--- src/rtl/sequenciador_posicao.sv ---
// Position sequencer feeding controle_servo: sweeps posicao 01-10-11-10-01... at a fixed
// interval, with start/stop (ligar), pause (pausa) and a one-cycle mudou strobe per step.
module sequenciador_posicao #(
    parameter int M_INTERVALO = 50_000_000,
    parameter int N_INTERVALO = 26
) (
    input  logic       clock,
    input  logic       reset,
    input  logic       ligar,
    input  logic       pausa,
    output logic [1:0] posicao,
    output logic       sentido,
    output logic       mudou,
    output logic [1:0] db_estado
);

    typedef enum logic [1:0] {
        INICIAL = 2'b00,
        ESPERA  = 2'b01,
        PASSO   = 2'b10,
        PAUSADO = 2'b11
    } estado_t;

    // ESPERA counts 0..M-2 and PASSO takes one cycle, so steps land exactly M cycles apart.
    localparam logic [N_INTERVALO-1:0] LIMITE = N_INTERVALO'(M_INTERVALO - 2);
    localparam logic [N_INTERVALO-1:0] UM     = N_INTERVALO'(1);

    estado_t                estado_q,   estado_d;
    logic [1:0]             posicao_q,  posicao_d;
    logic                   sentido_q,  sentido_d;
    logic                   mudou_q,    mudou_d;
    logic [N_INTERVALO-1:0] contador_q, contador_d;

    logic subir;

    // Ping-pong rule: turn around at 11 going up and at 01 going down.
    assign subir = (sentido_q && (posicao_q != 2'b11)) ||
                   (!sentido_q && (posicao_q == 2'b01));

    always_comb begin
        estado_d   = estado_q;
        posicao_d  = posicao_q;
        sentido_d  = sentido_q;
        contador_d = contador_q;
        mudou_d    = 1'b0;

        case (estado_q)
            INICIAL: begin
                posicao_d  = 2'b00;
                sentido_d  = 1'b1;
                contador_d = '0;
                if (ligar) begin
                    estado_d  = ESPERA;
                    posicao_d = 2'b01;
                    mudou_d   = 1'b1;
                end
            end

            ESPERA: begin
                if (!ligar) begin
                    estado_d   = INICIAL;
                    posicao_d  = 2'b00;
                    sentido_d  = 1'b1;
                    contador_d = '0;
                end else if (pausa) begin
                    estado_d = PAUSADO;
                end else if (contador_q == LIMITE) begin
                    estado_d   = PASSO;
                    contador_d = '0;
                end else begin
                    contador_d = contador_q + UM;
                end
            end

            PASSO: begin
                if (!ligar) begin
                    estado_d   = INICIAL;
                    posicao_d  = 2'b00;
                    sentido_d  = 1'b1;
                    contador_d = '0;
                end else begin
                    estado_d = ESPERA;
                    mudou_d  = 1'b1;
                    if (subir) begin
                        posicao_d = posicao_q + 2'd1;
                        sentido_d = 1'b1;
                    end else begin
                        posicao_d = posicao_q - 2'd1;
                        sentido_d = 1'b0;
                    end
                end
            end

            PAUSADO: begin
                if (!ligar) begin
                    estado_d   = INICIAL;
                    posicao_d  = 2'b00;
                    sentido_d  = 1'b1;
                    contador_d = '0;
                end else if (!pausa) begin
                    estado_d = ESPERA;
                end
            end

            default: begin
                estado_d   = INICIAL;
                posicao_d  = 2'b00;
                sentido_d  = 1'b1;
                contador_d = '0;
            end
        endcase
    end

    always_ff @(posedge clock) begin
        if (reset) begin
            estado_q   <= INICIAL;
            posicao_q  <= 2'b00;
            sentido_q  <= 1'b1;
            mudou_q    <= 1'b0;
            contador_q <= '0;
        end else begin
            estado_q   <= estado_d;
            posicao_q  <= posicao_d;
            sentido_q  <= sentido_d;
            mudou_q    <= mudou_d;
            contador_q <= contador_d;
        end
    end

    assign posicao   = posicao_q;
    assign sentido   = sentido_q;
    assign mudou     = mudou_q;
    assign db_estado = estado_q;

endmodule

--- config.mk ---
export PLATFORM = sky130hd
export DESIGN_NAME = sequenciador_posicao
export DESIGN_NICKNAME = d
export VERILOG_FILES = /design/src/rtl/sequenciador_posicao.sv
export SDC_FILE = /design/constraint.sdc
export NUM_CORES = 1
export LEC_CHECK = 0
export ABC_AREA = 1
export CAP_MARGIN = 20
export CORE_ASPECT_RATIO = 0.9
export CORE_MARGIN = 2
export CORE_UTILIZATION = 54
export CTS_BUF_LIST = sky130_fd_sc_hd__clkbuf_16
export CTS_CLUSTER_SIZE = 16
export DETAILED_ROUTE_END_ITERATION = 16
export GPL_ROUTABILITY_DRIVEN = 0
export GPL_TIMING_DRIVEN = 0
export PLACE_DENSITY = 0.71
export SKIP_LAST_GASP = 1
export SYNTH_ARGS = -nofsm -noshare
export SYNTH_HDL_FRONTEND = slang
export SYNTH_SLANG_ARGS = --single-unit
--- constraint.sdc ---
create_clock -name clock -period 1.7 [get_ports clock]
set_input_delay 0.17 -clock clock [delete_from_list [all_inputs] [get_ports clock]]
set_output_delay 0.17 -clock clock [all_outputs]
set_load 0.1 [all_outputs]
-- Yosys cells after proc, flatten, opt, wreduce, memory -nomap -nowiden
Cells that the tools add are included.
- register bits: 32
- logic and storage cells: 54
- add/subtract/negate cells: 3
- eq/ne operators: 12
- multiplexer cells: 22
- bitwise gates (word level): 1
- reduce and logical (&&, ||, !) cells: 11
- operators by type and width (kind ; number):
    26-bit two-way mux ; 4
    26-bit case mux with 3 select lines ; 1
    26-bit by 1-bit adder with 26-bit output (second input constant) ; 1
    26-bit == test (second input constant) ; 1
    2-bit two-way mux ; 9
    2-bit != test (second input constant) ; 4
    2-bit case mux with 4 select lines ; 1
    2-bit OR reduction ; 4
    3-bit != test (second input constant) ; 2
    2-bit case mux with 3 select lines ; 1
    1-bit two-way mux ; 5
    2-bit by 1-bit == test with 1-bit output (second input constant) ; 2
    2-bit == test (second input constant) ; 2
    4-bit != test (second input constant) ; 1
    1-bit case mux with 3 select lines ; 1
    3-bit AND reduction ; 1
    2-bit by 1-bit adder with 2-bit output (second input constant) ; 1
    1-bit logical AND ; 2
    2-bit logical NOT ; 1
    2-bit AND reduction ; 1
    2-bit by 1-bit subtractor with 2-bit output (second input constant) ; 1
    1-bit logical NOT ; 1
    1-bit logical OR ; 1
    1-bit inverter ; 1

-- Depth between registers and ports, before layout
Gate-level depths: netlist of run 1.
- depth in word-level cells: 6
- mapped depth: 12
- mapped depth without buffers: 11

-- Worst setup path before layout of run 1
No wires, ideal clock.
- path kind: flip-flop to flip-flop
- start point: register estado_q[0], in the netlist db_estado[0]
- end point: register contador_q[17]
- library setup time: 115 ps
- data arrival time: 1853 ps
- required time: 1585 ps
- setup slack: -267 ps
- stages on the path, launching flop included: 10
- buffers on the path: 1
- clock period less this slack: 1967 ps
- cells stage by stage: dfxtp_1 -> buf_6 -> nand3_4 -> nand2_4 -> nor2_4 -> nand2_2 -> nor2_8 -> nand2_1 -> xor2_1 -> nor2_2
- longest elaborated chain between the ends: 4
- ends and longest elaborated chain (element ; line ; source):
    from (decl) ; 28 ; estado_t estado_q, estado_d;
    from (signal assigned) ; 122 ; estado_q <= estado_d;
    2-bit == test ; 47 ; case (estado_q)
    2-bit OR reduction (no line) ; - ;
    2-bit != test (no line) ; - ;
    2-bit AND reduction (no line) ; - ;
    to (signal assigned) ; 126 ; contador_q <= contador_d;
    to (decl) ; 32 ; logic [N_INTERVALO-1:0] contador_q, contador_d;
Parallel ways exist; a longest one is shown, timed or not.
A chain may end at the register's enable or synchronous reset.

-- Final worst setup path of run 1
- start point: register sentido_q, in the netlist sentido
- end point: output port sentido
- RTL lines (element ; line ; source):
    from (decl) ; 30 ; logic sentido_q, sentido_d;
    from (signal assigned) ; 124 ; sentido_q <= sentido_d;
    to (decl) ; 12 ; output logic sentido,
No word-level cell between the ends.

==> results of run 1 <==
-- cells in the final DEF, fill, tap and decap left out, types with 6 or more instances in the layout --
cell,Yosys,routed
dfxtp_1,32,29
inv_1,33,35
nand2_1,54,53
nand2_2,7,7
nand3_1,15,15
nor2_1,38,38
nor2_2,8,8
nor3_1,10,10
o21ai_0,9,9
xor2_1,6,6
-- flip-flops by register name, summed over array words and instances (netlist names) --
name        flops
contador_q     26
sentido         1
db_estado       2
posicao         2
mudou           1
-- routing by layer --
| metal | GRT usage (%) | part of all wire, % |
|---|---|---|
| met5 | 0 | 0 |
| met4 | 7.44 | 0.98 |
| met3 | 6.27 | 4.2 |
| met2 | 30.5 | 41 |
| met1 | 31.3 | 54 |
-- report_power, final --
group          total, mW  switching (mW)  leakage, nW  internal, mW
clock              0.825           0.300       0.0738         0.525
combinational      0.392           0.287        0.500         0.106
sequential         0.801          0.0237        0.260         0.777
total               2.02           0.610        0.834          1.41
-- kinds of logic after synthesis --
family                   Yosys count
adder cells (fa/ha/maj)            2
XOR/XNOR                           9
AND/OR/NAND/NOR                  153
AO/OA/AOI/OAI                     24
buffers and inverters             38
flip-flops                        32
-- path summary, 6_finish.rpt --
| path | slack [ns] | depth (start not counted) | to |
|---|---|---|---|
| setup reg to reg | 0.18 | 12 | contador_q[19] |
| hold / removal | 0.50 | 2 | contador_q[4] |
| hold reg to reg | 0.50 | 2 | contador_q[4] |
| setup / recovery | 0.05 | 1 | sentido |
-- metrics by stage --
step,power (mW),worst slack (ns)
CTS,2.02,-0.0119
finish,2.02,0.0492
floorplan,1.12,0.0595
detailed placement,1.21,-0.0948
global placement,1.21,-0.0853
global route,2.11,0.0132
-- layout make-up --
class | count | area [sq um]
Timing Repair Buffer | 9 | 75.1
Clock inverter | 3 | 11.3
Buffer | 3 | 42.5
Tap cell | 44 | 55.1
Clock buffer | 5 | 125
Sequential cell | 32 | 644
Multi-Input combinational cell | 188 | 1040
Fill cell | 301 | 1190
Inverter | 35 | 136
-- timing repair --
item,4_1_cts,5_1_grt
hold buffers,0,0
resized for setup,6,10
endpoints found under the setup margin,6,23
pin swaps,0,1
==> impl_metrics.py, run 1 <==
metrics = {
    "status": {
        "run_status": "finished clean",
    },
    "placed_design": {
        "dp.cells": 311,
        "placed_cell_area_sq_mm": 0.00199,
        "port_buffers": 9,
        "post-dp-hpwl_um": 2750,
    },
    "synthesis": {
        "synth_top_family_by_area": "simple AND/OR/NAND/NOR gates",
        "synthCells": 258,
        "synth_xor_area_share_pct": 4.28,
        "synthTopCellsByCount": "nand2_1, nor2_1, inv_1",
        "synth_nets": 264,
        "synth.most_common_cell": "nand2_1",
        "avgSynthCellArea_sq_um": 7.14,
        "synth_area_leaders": "dfxtp_1, nand2_1, nor2_1",
        "synth-main-ff-cell": "dfxtp_1",
        "yosysWarningCount": 0,
        "ys_types": 30,
        "yosysTopAreaCell": "dfxtp_1",
        "synthMuxAreaShare_pct": 0,
        "syn_area_sq_mm": 0.00184,
        "synth_edf_count": 0,
        "yosysSeqAreaShare_pct": 34.8,
        "synthSimpleGateAreaFrac_pct": 42.3,
        "async_flop_share_pct": 0,
        "synth_top_area_share_pct": 34.8,
        "synthAdderAreaFrac_pct": 1.36,
        "synth_compound_area_share_pct": 8.08,
        "ys_seq_elements": 32,
    },
    "cts": {
        "postCtsSetupRepairBufs": 0,
        "cts_tree": "done",
        "cts_root_buf": "clkbuf_16",
        "clock-sinks": 32,
        "clk_pin_slew_ns": 0.05,
        "clkLatencyLatePin_ns": 0.27,
        "cts_buffer_depth": 2,
        "htree_levels": 2,
        "cts_buffers": 5,
    },
    "drt": {
        "drc": 0,
        "avgViaCountPerCell": 4.94,
        "wire_per_inst_um": 11.5,
        "drt_first_pass_iters": 5,
        "routed_wl_um": 3670,
        "first_iter_violations": 79,
        "antenna_left": 0,
        "vias": 1576,
    },
    "global_routing": {
        "grt_overflow": 0,
        "grt_max_degree": 11,
        "grt_pass1_wl_um": 6310,
        "grt_usage_pct": 21.6,
        "grt_pass1_vias": 1369,
        "antenna_found_initial": 0,
    },
    "sta": {
        "rsz0062_at_grt": "false",
        "slew_headroom_pct": 37.0,
        "drv_slew": 0,
        "fin_crit_sh_pct": 97.1,
        "fmax_ghz": 0.606,
        "setup_viol": 0,
        "worst_pin_slew_ns": 0.948,
        "clock_skew_ns": 0.00480,
        "period_minus_slack_ns": 1.65,
        "whs_ns": 0.499,
        "tns_ns": 0,
        "hold_violations": 0,
    },
    "setup_path": {
        "critPathArrivalTime_ns": 1.48,
        "cp_max_fo": 3,
        "crit_required_ns": 1.53,
        "r2r-start": "contador_q[0]",
        "crit_family": "buffers and inverters",
        "slowest_stage": "dlygate4sd2_1",
        "cp_cell_sequence": "dlygate4sd2_1",
        "worst_setup_path_end_kind": "primary output",
        "cp-startpoint": "sentido",
        "crit_buf_inv": 1,
        "crit_type": "flip-flop to primary output",
        "slowest_delay_ns": 0.86,
        "start_kind": "flip-flop",
    },
    "layout": {
        "diodes": 0,
        "syn_to_final_growth_pct": 15.8,
        "nets": 280,
        "fin_area_sq_mm": 0.00213,
        "drive_above_1_share_pct": 18.9,
        "stdcell_count": 319,
        "fin_util_pct": 64.1,
    },
    "min_path": {
        "hp-class": "flip-flop to flip-flop",
        "min_from": "contador_q[4]",
    },
    "floorplan": {
        "rows": 20,
        "start_util_pct": 55.4,
        "dieArea_sq_mm": 0.00390,
        "die_height_um": 59.4,
        "io_pins": 10,
        "core_area_sq_mm": 0.00333,
        "dieWidth_um": 65.6,
    },
    "power_and_ir_drop": {
        "p_leak_nw": 0.834,
        "peakVddDrop_v": 0.000766,
        "powerDensity_mw_per_mm2": 946,
    },
    "job": {
        "drv_cap": 0,
    },
}
No activity file was read; power rests on OpenSTA's default activity.
==> run 2, diff against run 1 <==
--- a/config.mk
+++ b/config.mk
@@ -9,13 +9,14 @@
 export CAP_MARGIN = 20
 export CORE_ASPECT_RATIO = 0.9
 export CORE_MARGIN = 2
-export CORE_UTILIZATION = 54
+export CORE_UTILIZATION = 51
 export CTS_BUF_LIST = sky130_fd_sc_hd__clkbuf_16
 export CTS_CLUSTER_SIZE = 16
 export DETAILED_ROUTE_END_ITERATION = 16
 export GPL_ROUTABILITY_DRIVEN = 0
 export GPL_TIMING_DRIVEN = 0
-export PLACE_DENSITY = 0.71
+export MAX_ROUTING_LAYER = met4
+export PLACE_DENSITY = 0.68
 export SKIP_LAST_GASP = 1
 export SYNTH_ARGS = -nofsm -noshare
 export SYNTH_HDL_FRONTEND = slang
==> run 2 against run 1 <==
Net effect:
- hold slack got worse by 0.0038 ns
- fmax increased by 1.4%
- sequential power about the same
- flip-flop and latch count unchanged
- core utilization increased by 0.063 points
- first-iteration DRC count increased by 47%
- non-clock buffer count increased by 3
- cell area increased by 3.1%
- clock power about the same
- combinational power increased by 15%
- count of clock-buffer cells in the layout unchanged
- largest power group unchanged
- global-route usage increased by 0.67 points
==> impl_metrics.py, run 2 (same netlist as run 1, synthesis figures left out) <==
metrics = {
    "status": {
        "run_status": "finished clean",
    },
    "placed_design": {
        "port_buffers": 9,
        "placed_cell_area_sq_mm": 0.00199,
        "post-dp-hpwl_um": 2790,
    },
    "sta": {
        "fmax_ghz": 0.614,
        "worst_pin_slew_ns": 0.953,
        "period_minus_slack_ns": 1.63,
        "drv_slew": 0,
        "fin_crit_sh_pct": 95.8,
        "clock_skew_ns": 0.00512,
        "setup_viol": 0,
        "hold_violations": 0,
        "slew_headroom_pct": 36.7,
    },
    "floorplan": {
        "die_height_um": 61.0,
        "rows": 20,
        "core_area_sq_mm": 0.00343,
        "dieArea_sq_mm": 0.00411,
        "dieWidth_um": 67.4,
        "io_pins": 10,
        "start_util_pct": 53.8,
    },
    "power_and_ir_drop": {
        "p_total_mw": 2.07,
        "peakVddDrop_v": 0.000785,
        "p_leak_nw": 0.862,
        "powerDensity_mw_per_mm2": 943,
    },
    "global_routing": {
        "grt_pass1_vias": 1406,
        "grt_max_degree": 11,
        "grt_pass1_wl_um": 6500,
        "grt_usage_pct": 22.2,
        "antenna_found_initial": 0,
        "grt_overflow": 0,
    },
    "setup_path": {
        "worstSetupEndpoint": "posicao[0]",
        "rrSetupSlack_ns": 0.14,
        "crit_required_ns": 1.53,
        "cp_max_fo": 3,
        "cp_num_cells": 1,
        "cp-startpoint": "posicao[0]",
        "start_kind": "flip-flop",
        "slowest_stage": "dlygate4sd2_1",
        "crit_type": "flip-flop to primary output",
        "r2r-start": "contador_q[0]",
        "cp_cell_sequence": "dlygate4sd2_1",
        "critPathArrivalTime_ns": 1.46,
        "crit_buf_inv": 1,
        "r2r-end": "contador_q[25]",
        "worst_setup_path_end_kind": "primary output",
        "worstRegToRegCells": 12,
        "slowest_delay_ns": 0.85,
        "crit_family": "buffers and inverters",
    },
    "layout": {
        "fin_area_sq_mm": 0.00220,
        "diodes": 0,
        "nets": 283,
        "final_common_cell": "nand2_1",
        "largest_reg_flops": 26,
        "drive_above_1_share_pct": 20.2,
        "top_register": "contador_q",
        "multi_input_area_sq_mm": 0.00105,
        "syn_to_final_growth_pct": 19.3,
        "fill_cells": 318,
        "layout_common_cells": "nand2_1, nor2_1, inv_1",
        "regArea_sq_um": 646,
    },
    "drt": {
        "wire_per_inst_um": 12.1,
        "first_iter_violations": 116,
        "drc": 0,
        "antenna_left": 0,
        "vias": 1635,
        "drt_first_pass_iters": 4,
        "routed_wl_um": 3890,
        "avgViaCountPerCell": 5.09,
    },
    "cts": {
        "clkLatencyLatePin_ns": 0.27,
        "cts_tree": "done",
        "cts_root_buf": "clkbuf_16",
        "cts_buffers": 5,
        "htree_levels": 2,
        "hold_buffers": 0,
        "clock-sinks": 32,
        "clk_pin_slew_ns": 0.05,
        "cts_buffer_depth": 2,
    },
    "job": {
        "drv_cap": 0,
    },
    "min_path": {
        "hp-class": "flip-flop to flip-flop",
    },
}
-- run 2: cell count changes in the layout (fill, tap and decap cells not counted), sizes merged --
cell	delta
buf	+1
clkdlybuf4s15	+1
inv	-1
clkbuf	+2
dlygate4sd2	-1
-- run 2: layout make-up --
| type | instances | share of cell area [%] |
|---|---|---|
| timing repair buffer | 12 | 6.09 |
| clock inverter | 2 | 0.398 |
| clock buffer | 5 | 5.69 |
| inverter | 35 | 6.20 |
| buffer | 3 | 2.10 |
| multi-input combinational | 188 | 47.7 |
| sequential | 32 | 29.4 |
| tap | 44 | 2.50 |
-- run 2: layer usage --
layer	track usage, %	up-vias	part of all wire [%]
li1	-	855	-
met1	31.5	751	50
met2	31.1	27	44
met3	4.94	2	5.3
met4	7.87	0	0.69
met5	-	-	0
-- run 2: power by group --
group	switching, mW	total, mW	internal, mW
Clock	0.300	0.825	0.525
Combinational	0.306	0.449	0.143
Sequential	0.0234	0.801	0.778
-- run 2: how the worst min path moves through the flow --
stage	startpoint	endpoint	cells after the start
after floorplan	reset	posicao[1]	1
after global placement	contador_q[4]	contador_q[4]	2
after detailed placement	contador_q[15]	contador_q[15]	2
after CTS	contador_q[23]	contador_q[23]	2
after global routing	contador_q[0]	contador_q[0]	2
final	contador_q[0]	contador_q[0]	2
-- run 2: metrics by stage --
stage	util (%)	hold WS, ns	setup TNS [ns]	worst slack (ns)	std cells
2_1_floorplan	-	0.239	0	0.0595	258
3_3_place_gp	58.1	0.488	-0.415	-0.0836	311
3_5_place_dp	58.1	0.504	-0.562	-0.0940	311
4_1_cts	61.8	0.511	-0.00506	-0.00506	318
5_1_grt	64.2	0.520	-0.00149	-0.00149	321
6_report	64.2	0.495	0	0.0714	321
-- run 2: timing repair --
item	4_1_cts	5_1_grt
setup endpoints to repair	6	26
resized for setup	6	13
cloned	0	2
pin swaps	0	0
setup buffers	0	1
endpoints found under the hold margin	0	0
==> run 3, diff against run 2 <==
--- a/config.mk
+++ b/config.mk
@@ -11,6 +11,7 @@
 export CORE_MARGIN = 2
 export CORE_UTILIZATION = 51
 export CTS_BUF_LIST = sky130_fd_sc_hd__clkbuf_16
+export CTS_CLUSTER_DIAMETER = 80
 export CTS_CLUSTER_SIZE = 16
 export DETAILED_ROUTE_END_ITERATION = 16
 export GPL_ROUTABILITY_DRIVEN = 0
==> results of run 3 <==
Final layout, timing and power as in run 2 (identical DEF).
